--- src/rtl/rename_pkg.sv ---
// Shared rename/commit definitions: ROB geometry, physical-register types and
// the commit interface entry carried on each commit lane.
package rename_pkg;

  localparam int COMMIT_WIDTH = 2;
  localparam int PREG_NUM     = 64;
  localparam int DATA_WIDTH   = 64;
  localparam int PREG_W       = $clog2(PREG_NUM);
  localparam int BANK_W       = (COMMIT_WIDTH > 1) ? $clog2(COMMIT_WIDTH) : 1;

  typedef logic [PREG_W-1:0] preg_addr_t;
  typedef logic [BANK_W-1:0] bank_t;

  typedef struct packed {
    preg_addr_t            dst;
    logic [DATA_WIDTH-1:0] data;
  } commit_req_t;

  // A ROB entry lives in the bank named by the low bits of its preg number.
  function automatic bank_t bank(input preg_addr_t dst);
    return (COMMIT_WIDTH == 1) ? bank_t'(0) : dst[BANK_W-1:0];
  endfunction

endpackage

--- src/rtl/rr_pick.sv ---
// Round-robin picker: first set request at or after ptr_i, searching upward
// modulo N. Purely combinational.
module rr_pick #(
  parameter int N  = 4,
  parameter int IW = $clog2(N)
) (
  input  logic [N-1:0]  req_i,
  input  logic [IW-1:0] ptr_i,
  output logic [N-1:0]  gnt_o,
  output logic          valid_o,
  output logic [IW-1:0] idx_o
);

  logic [IW-1:0] k;

  // NOTE: every output gets a default before the loop so no path leaves a
  // value unassigned, which would otherwise infer a latch.
  always_comb begin
    gnt_o   = '0;
    valid_o = 1'b0;
    idx_o   = '0;
    k       = '0;
    for (int i = 0; i < N; i++) begin
      k = ptr_i + IW'(i);
      if (!valid_o && req_i[k]) begin
        valid_o  = 1'b1;
        idx_o    = k;
        gnt_o[k] = 1'b1;
      end
    end
  end

endmodule

--- src/rtl/commit_arbiter.sv ---
// Buffers one writeback result per functional unit and shares the banked ROB
// commit lanes among them, one round-robin winner per lane per cycle.
module commit_arbiter
  import rename_pkg::*;
#(
  parameter int N_REQ = 4
) (
  input  logic                                   clk,
  input  logic                                   reset,
  input  logic                                   flush,
  input  logic [N_REQ-1:0]                       req_valid,
  input  preg_addr_t [N_REQ-1:0]                 req_dst,
  input  logic [N_REQ-1:0][DATA_WIDTH-1:0]       req_data,
  output logic [N_REQ-1:0]                       req_ready,
  output logic [COMMIT_WIDTH-1:0]                commit_valid,
  output preg_addr_t [COMMIT_WIDTH-1:0]          commit_dst,
  output logic [COMMIT_WIDTH-1:0][DATA_WIDTH-1:0] commit_data,
  output logic                                   busy
);

  localparam int IW = $clog2(N_REQ);

  logic [N_REQ-1:0]                    slot_v_q, slot_v_d;
  commit_req_t                         slot_q [N_REQ];
  logic [COMMIT_WIDTH-1:0][IW-1:0]     rr_q, rr_d;

  logic [COMMIT_WIDTH-1:0][N_REQ-1:0]  lane_cand, lane_gnt;
  logic [COMMIT_WIDTH-1:0]             lane_vld;
  logic [COMMIT_WIDTH-1:0][IW-1:0]     lane_idx;
  logic [N_REQ-1:0]                    granted, accept;

  always_comb begin
    lane_cand = '0;
    for (int b = 0; b < COMMIT_WIDTH; b++)
      for (int k = 0; k < N_REQ; k++)
        lane_cand[b][k] = slot_v_q[k] && (bank(slot_q[k].dst) == bank_t'(b));
  end

  for (genvar b = 0; b < COMMIT_WIDTH; b++) begin : g_lane
    rr_pick #(.N(N_REQ)) u_pick (
      .req_i  (lane_cand[b]),
      .ptr_i  (rr_q[b]),
      .gnt_o  (lane_gnt[b]),
      .valid_o(lane_vld[b]),
      .idx_o  (lane_idx[b])
    );
  end

  always_comb begin
    granted = '0;
    for (int b = 0; b < COMMIT_WIDTH; b++) granted |= lane_gnt[b];
  end

  // Ready depends on registered state and flush only, never on req_valid.
  assign req_ready = {N_REQ{~flush}} & (~slot_v_q | granted);
  assign accept    = req_valid & req_ready;
  assign busy      = |slot_v_q;

  always_comb begin
    for (int b = 0; b < COMMIT_WIDTH; b++) begin
      commit_valid[b] = lane_vld[b] & ~flush;
      commit_dst[b]   = slot_q[lane_idx[b]].dst;
      commit_data[b]  = slot_q[lane_idx[b]].data;
      rr_d[b]         = lane_vld[b] ? lane_idx[b] + IW'(1) : rr_q[b];
    end
    for (int k = 0; k < N_REQ; k++) begin
      slot_v_d[k] = slot_v_q[k];
      if (accept[k])       slot_v_d[k] = 1'b1;
      else if (granted[k]) slot_v_d[k] = 1'b0;
    end
  end

  // NOTE: sequential state uses non-blocking assignments so every register
  // samples the pre-edge values regardless of statement order.
  always_ff @(posedge clk) begin
    if (reset || flush) begin
      slot_v_q <= '0;
      rr_q     <= '0;
    end else begin
      slot_v_q <= slot_v_d;
      rr_q     <= rr_d;
    end
  end

  // NOTE: slot payload is deliberately not reset; it is only observed while
  // its valid bit is set, and skipping the reset keeps it plain storage.
  always_ff @(posedge clk) begin
    for (int k = 0; k < N_REQ; k++)
      if (accept[k]) slot_q[k] <= '{dst: req_dst[k], data: req_data[k]};
  end

endmodule

--- config.mk ---
export PLATFORM = sky130hd
export DESIGN_NAME = commit_arbiter
export DESIGN_NICKNAME = d
export VERILOG_FILES = /design/src/rtl/rename_pkg.sv /design/src/rtl/rr_pick.sv /design/src/rtl/commit_arbiter.sv
export SDC_FILE = /design/constraint.sdc
export NUM_CORES = 1
export LEC_CHECK = 0
export CAP_MARGIN = 10
export CORE_ASPECT_RATIO = 0.7
export CORE_UTILIZATION = 51
export CTS_CLUSTER_DIAMETER = 200
export DETAILED_ROUTE_END_ITERATION = 8
export PLACE_DENSITY = 0.84
export SYNTH_ARGS = -nofsm -noshare
export SYNTH_HDL_FRONTEND = slang
export SYNTH_SLANG_ARGS = --single-unit
--- constraint.sdc ---
create_clock -name clk -period 14.7 [get_ports clk]
set_clock_uncertainty 0.05 [all_clocks]
set_input_delay 1.47 -clock clk [delete_from_list [all_inputs] [get_ports clk]]
set_output_delay 1.47 -clock clk [all_outputs]
set_load 0.005 [all_outputs]
==> qor.txt, run 1 <==
DRC Markers: 0
Die ar.: 0.02756 mm²
antenna-violating nets left: 0
predominant post-synthesis flop cell: edfxtp_1
vias in the first global route: 10,711
Resize count post-CTS: 0
Max VDD drop: 0.1119 mV
GRT Total Usage: 31.44%
Switching Fraction: 24.34%
Synth Net Count: 1,260
Non-Filler Instances: 1,756
Avg WL per Cell: 24.88 µm
Netlist cell types: 57
f_max: 0.1483 GHz
CP max FO: 85
DRT Pass-1 Iters: 5
Hold Buf Count CTS: 0
Worst slew margin: 27.24%
Power Internal: 1.572 mW
most frequent cells in the layout: clkdlybuf4s50_1, edfxtp_1, nand2_1
Final setup viols: 0
share of post-route cells with drive strength above 1: 10.50%
CTS max path bufs: 3
fin util: 73.78%
Mapped Cells: 957
combinational share of power: 18.9%
Die W: 198.0 µm
Pins Over Slew Limit: 0
CTS buffer count: 29
startpoint types: register
Post-synth ARST share: 0%
power share of the sequential group: 46.6%
Hold Path Depth: 2
Area Growth Syn to Fin: 40.17%
hpwl dp: 29.69 mm
vias: 10,562
total power: 2.078 mW
worst skew pair latency: 0.55 ns
Worst Hold Class: reg -> reg
post-route minimum period: 6.745 ns
#FFs+latches synth: 288
# IOs: 434
first-pass GRT wire length: 64.40 mm
filler instances: 1,682
placed cells: 1,694
Root Driver: clkbuf_16
initial DRC count: 921
sequential-to-total area share from yosys stat: 62.47%
Post-synth EDFFs: 280
H-tree Lvls: 1
Clk pwr share: 34.5%
CP Class: reg -> out
worst reg2reg path depth: 9
Avg Cell Area, Syn: 14.33 µm²
worst path required time: 13.18 ns
max_cap viols: 0
vias per inst: 6.015
DRT Wirelength: 43.70 mm
largest net degree at the start of global routing: 96
Die H: 139.2 µm
row cnt: 49
Setup TNS: 0 ns
final-stage net count: 1,671
Worst setup EP type: primary output
PD cells: 108.1 mW/mm²
CTS tree: yes
Lkg Pwr: 6.413 nW
IO buf count: 433
synthesized cell area: 0.01372 mm²
initial antenna violation count: 7
clock slew at reported path FFs: 0.07 ns
Worst Tran Pin Value: 1.091 ns
CP Data Arrival Time: 5.22 ns
period utilization: 45.88%
Hold Vio Cnt, Final: 0
Initial Utilization: 52.64%
total congestion overflow: 0
P_sw: 0.5056 mW
postcts setup bufs: 0
outcome: complete, no violations
warnings from Yosys: 0
CORE AREA: 0.02606 mm²
gp weighted congestion: 0.9227
RSZ-0062 raised after global routing: no
CTS sink count: 288
most common cell after layout, fill and taps aside: clkdlybuf4s50_1
[per-layer routing]
layer / vias to the layer above / routed length [µm] / share of wire (%) / GRT usage (%)
met2: 677 / 21250 / 49 / 52.09
met3: 87 / 5234 / 12 / 9.801
li1: 4605 / - / - / -
met4: 0 / 1496 / 3.4 / 11.10
met5: - / 0 / 0 / 0
met1: 5193 / 15720 / 36 / 39.01
[power groups by stage]
stage          clock, mW  combinational (mW)  sequential, mW
3_5_place_dp           0               0.389           0.984
2_1_floorplan          0               0.164           0.978
5_1_grt            0.753               0.417           0.972
6_report           0.716               0.392           0.969
3_3_place_gp           0               0.383           0.982
4_1_cts            0.724               0.393           0.968
[metrics by stage]
stage          instance area, µm²  hold WS [ns]  setup WS, ns
2_1_floorplan               13720        0.5000         6.638
4_1_cts                     19200        0.6246         8.005
3_5_place_dp                18310        0.6133         8.693
5_1_grt                     19220        0.6589         7.641
3_3_place_gp                18310        0.5850         8.789
6_report                    19220        0.6344         7.955
[synth_stat cells (2+ instances only)]
cell type,number,area share [%]
o21ai_0,6,0.22
nand4_1,3,0.14
and2_1,78,3.6
a21oi_1,10,0.36
nand3_1,18,0.66
dfxtp_1,8,1.2
nor2_1,17,0.47
o32ai_1,2,0.13
nor2b_1,7,0.32
o21a_1,3,0.16
and4_1,2,0.13
a211oi_1,70,3.8
mux4_2,74,12
o41a_1,2,0.16
buf_6,11,0.90
a211o_1,2,0.13
a31oi_1,73,3.3
nor3b_1,3,0.16
clkbuf_1,32,0.88
a2111oi_2,2,0.22
ha_1,16,1.5
a222oi_1,2,0.15
nor3_1,4,0.15
nand2b_1,5,0.23
a22oi_1,2,0.11
edfxtp_1,280,61
inv_1,6,0.16
mux2i_1,4,0.29
nand2_1,163,4.5
and3_1,4,0.18
buf_2,22,0.80
[state kept, by name, summed over array words and instances (netlist names)]
| name | cells |
|---|---|
| rr_q | 4 |
| slot_q | 280 |
| slot_v_q | 4 |
[critical path, stage by stage (launching register included)]
cell             delay (ns)
dfxtp_1                0.62
inv_2                  0.21
ha_1                   0.49
nor2b_1                0.27
nand2_1                0.11
nand3_1                0.19
o221a_4                0.96
buf_4                  0.65
a211oi_1               0.21
a31oi_1                0.34
clkdlybuf4s50_1        0.58
[path summary, 6_finish.rpt]
kind | to | slack (ns) | startpoint
max | commit_data[48] | 7.96 | rr_q[0]
min | rr_q[1] | 0.63 | rr_q[1]
max reg2reg | slot_q[1][68] | 9.99 | rr_q[2]
min reg2reg | rr_q[1] | 0.63 | rr_q[1]
[final cells by class]
class / count / area [µm²] / area share (%)
Clock inverter: 18 / 146.4 / 0.7615
Antenna cell: 8 / 20.02 / 0.1041
Multi-Input combinational cell: 595 / 4826 / 25.10
Timing Repair Buffer: 447 / 4439 / 23.09
Sequential cell: 288 / 8568 / 44.57
Clock buffer: 36 / 752.0 / 3.911
Tap cell: 357 / 446.7 / 2.323
Inverter: 7 / 26.28 / 0.1367
[cells by family (layout without fill, tap and decap cells)]
family	count (synthesis)	count (layout)	share of synthesized area, %
AND/OR/NAND/NOR	313	313	10.97
multiplexers	78	78	12.44
AO/OA/AOI/OAI	188	188	9.798
buffers and inverters	74	508	2.855
adder cells (fa/ha/maj)	16	16	1.460
other	0	8	0
flip-flops	288	288	62.47
Power figures use the tool's default switching activity.
==> run 2: changes to the inputs <==
--- a/config.mk
+++ b/config.mk
@@ -7,10 +7,10 @@
 export LEC_CHECK = 0
 export CAP_MARGIN = 10
 export CORE_ASPECT_RATIO = 0.7
-export CORE_UTILIZATION = 51
+export CORE_UTILIZATION = 43
 export CTS_CLUSTER_DIAMETER = 200
 export DETAILED_ROUTE_END_ITERATION = 8
-export PLACE_DENSITY = 0.84
+export PLACE_DENSITY = 0.75
 export SYNTH_ARGS = -nofsm -noshare
 export SYNTH_HDL_FRONTEND = slang
 export SYNTH_SLANG_ARGS = --single-unit
==> constraint.sdc (replaced) <==
create_clock -name clk -period 5.76 [get_ports clk]
set_clock_uncertainty 0.05 [all_clocks]
set_input_delay 0.576 -clock clk [delete_from_list [all_inputs] [get_ports clk]]
set_output_delay 0.576 -clock clk [all_outputs]
set_load 0.005 [all_outputs]
==> qor.txt, run 2 (same netlist as run 1, synthesis figures left out) <==
Worst Hold Class: in -> reg
clock slew at reported path FFs: 0.07 ns (about the same)
Final setup viols: 0 (unchanged)
CP Class: reg -> out
CTS max path bufs: 3 (unchanged)
DRT Pass-1 Iters: 7 (+2)
antenna-violating nets left: 0 (unchanged)
max_cap viols: 0 (unchanged)
f_max: 0.1927 GHz
Worst slew margin: 41.98% (+15 points)
Root Driver: clkbuf_16
end of the worst register-to-register path: slot_q[1][41]
Hold Buf Count CTS: 0 (unchanged)
Resize count post-CTS: 0 (unchanged)
Power Internal: 3.980 mW (+150%)
hpwl dp: 31.50 mm (+6.1%)
Switching Fraction: 24.52% (+0.18 points)
post-route minimum period: 5.189 ns
Register Area: 0.008568 mm² (unchanged)
CP Data Arrival Time: 4.56 ns (-0.66 ns)
Max VDD drop: 0.2441 mV (+120%)
r2r setup slk: 1.46 ns (-8.53 ns)
CTS buffer count: 29 (unchanged)
GRT Total Usage: 26.58% (-4.9 points)
vias in the first global route: 10,544 (-1.6%)
worst reg2reg path depth: 9 (unchanged)
power share of the sequential group: 46.8% (+0.2 points)
share of post-route cells with drive strength above 1: 11.26% (+0.77 points)
biggest regs: slot_q (280), rr_q (4), slot_v_q (4)
IO buf count: 433 (unchanged)
slowest CP cell: dfxtp_1
CORE AREA: 0.03128 mm² (+20%)
worst setup margin: 0.5709 ns (-7.384 ns)
Pins Over Slew Limit: 0 (unchanged)
Final Cell Area: 0.01949 mm² (+1.4%)
outcome: complete, no violations
first-pass GRT wire length: 64.98 mm (+0.89%)
Initial Utilization: 43.84% (-8.8 points)
largest reg by FF count: slot_q
period utilization: 90.09%
row cnt: 54 (+10%)
area taken by multi-input logic gates: 0.004838 mm² (+0.26%)
Lkg Pwr: 6.502 nW (+1.4%)
Worst Tran Pin Value: 0.8703 ns (-0.2211 ns)
initial antenna violation count: 7 (unchanged)
Largest register FFs: 280 (unchanged)
largest net degree at the start of global routing: 56 (-42%)
Cell Chain, Critical Path: inv_2 -> ha_1 -> mux4_2 -> o32ai_1 -> and2_1 -> o32a_4 -> buf_12 -> a211oi_1 -> a31oi_1 -> clkdlybuf4s50_1
initial DRC count: 875 (-5.0%)
CTS tree: yes
worst path required time: 5.13 ns (-8.05 ns)
H-tree Lvls: 1 (unchanged)
origin of the critical flop-to-flop path: rr_q[0]
DRC Markers: 0 (unchanged)
CP peak stage delay: 0.62 ns (-0.34 ns)
combinational share of power: 19.5% (+0.6 points)
filler instances: 2,370 (+41%)
final-stage net count: 1,683 (+0.72%)
vias: 10,486 (-0.72%)
startpoint types: register
RSZ-0062 raised after global routing: no
crit path from: rr_q[0]
Clk pwr share: 33.7% (-0.8 points)
total power: 5.273 mW (+150%)
Die H: 151.4 µm (+8.8%)
PD cells: 270.5 mW/mm² (+150%)
worst skew pair latency: 0.56 ns (about the same)
DRT Wirelength: 44.35 mm (+1.5%)
Area Growth Syn to Fin: 42.12%
Die ar.: 0.03263 mm² (+18%)
worst setup path endpoint: commit_data[5]
Placement Cell Area: 0.01860 mm² (+1.6%)
total congestion overflow: 0 (unchanged)
CP max FO: 55 (-35%)
Hold Vio Cnt, Final: 0 (unchanged)
vias per inst: 5.730 (-4.7%)
# IOs: 434 (unchanged)
postcts setup bufs: 0 (unchanged)
Setup TNS: 0 ns (unchanged)
CTS sink count: 288 (unchanged)
Avg WL per Cell: 24.23 µm (-2.6%)
Worst setup EP type: primary output
most common cell after layout, fill and taps aside: clkdlybuf4s50_1
gp weighted congestion: 0.9544 (+3.4%)
P_sw: 1.293 mW (+160%)
Setup WS pre-CTS: 1.264 ns (-7.429 ns)
Die W: 215.5 µm (+8.8%)
most frequent cells in the layout: clkdlybuf4s50_1, edfxtp_1, nand2_1
[run 2: cell count changes in the layout (fill, tap and decap cells not counted), moves of 2 or more]
cell / before / now
nor3b_4: 0 / 2
buf_4: 14 / 17
buf_12: 0 / 9
clkinv_1: 4 / 6
nor3b_2: 2 / 0
clkbuf_1: 7 / 5
[run 2: per-stage QoR]
step                      util, %  cells  hold slack, ns
after floorplan                 -    957          0.5000
after global placement      59.46   1769          0.5928
after detailed placement    59.46   1769          0.5923
after CTS                   62.26   1823          0.4851
after global routing        62.30   1829          0.4833
final                       62.31   1830          0.5073
[run 2: how the worst min path moves through the flow]
stage	slack [ns]	cells past startpoint	from	endpoint
after global routing	0.48	1	req_data[166]	slot_q[2][38]
after CTS	0.49	1	req_data[66]	slot_q[1][2]
final	0.51	1	req_data[192]	slot_q[3][0]
after detailed placement	0.59	2	rr_q[1]	rr_q[1]
after global placement	0.59	2	rr_q[1]	rr_q[1]
after floorplan	0.50	2	rr_q[1]	rr_q[1]
[run 2: area by class of cell]
class,count,share of cell area (%)
Antenna cell,7,0.08986
Clock buffer,34,3.819
Clock inverter,20,0.6676
Inverter,7,0.1348
Multi-Input combinational cell,595,24.82
Sequential cell,288,43.96
Tap cell,420,2.696
Timing Repair Buffer,459,23.81
[run 2: power by group through the flow]
stage | Sequential (mW) | Combinational, mW | Clock, mW
floorplan | 2.49 | 0.419 | 0
global route | 2.48 | 1.10 | 1.89
finish | 2.47 | 1.03 | 1.78
detailed placement | 2.51 | 1.03 | 0
CTS | 2.47 | 1.03 | 1.81
global placement | 2.50 | 1.02 | 0
[run 2: layer usage]
metal  up-vias  track usage [%]  share of wire (%)
li1       4631                -                  -
met1      5186            34.24                 39
met2       578            42.39                 47
met3        89            8.916                 11
met4         2            8.901                2.9
met5         -                0              0.027
[run 2: critical path, delay by kind of cell (launching register included)]
family | cells | cell delay (ns)
compound gates | 4 | 1.07
fa+ha+maj | 1 | 0.49
buf+inv | 3 | 1.08
flops | 1 | 0.62
mux | 1 | 0.44
simple gates | 1 | 0.20
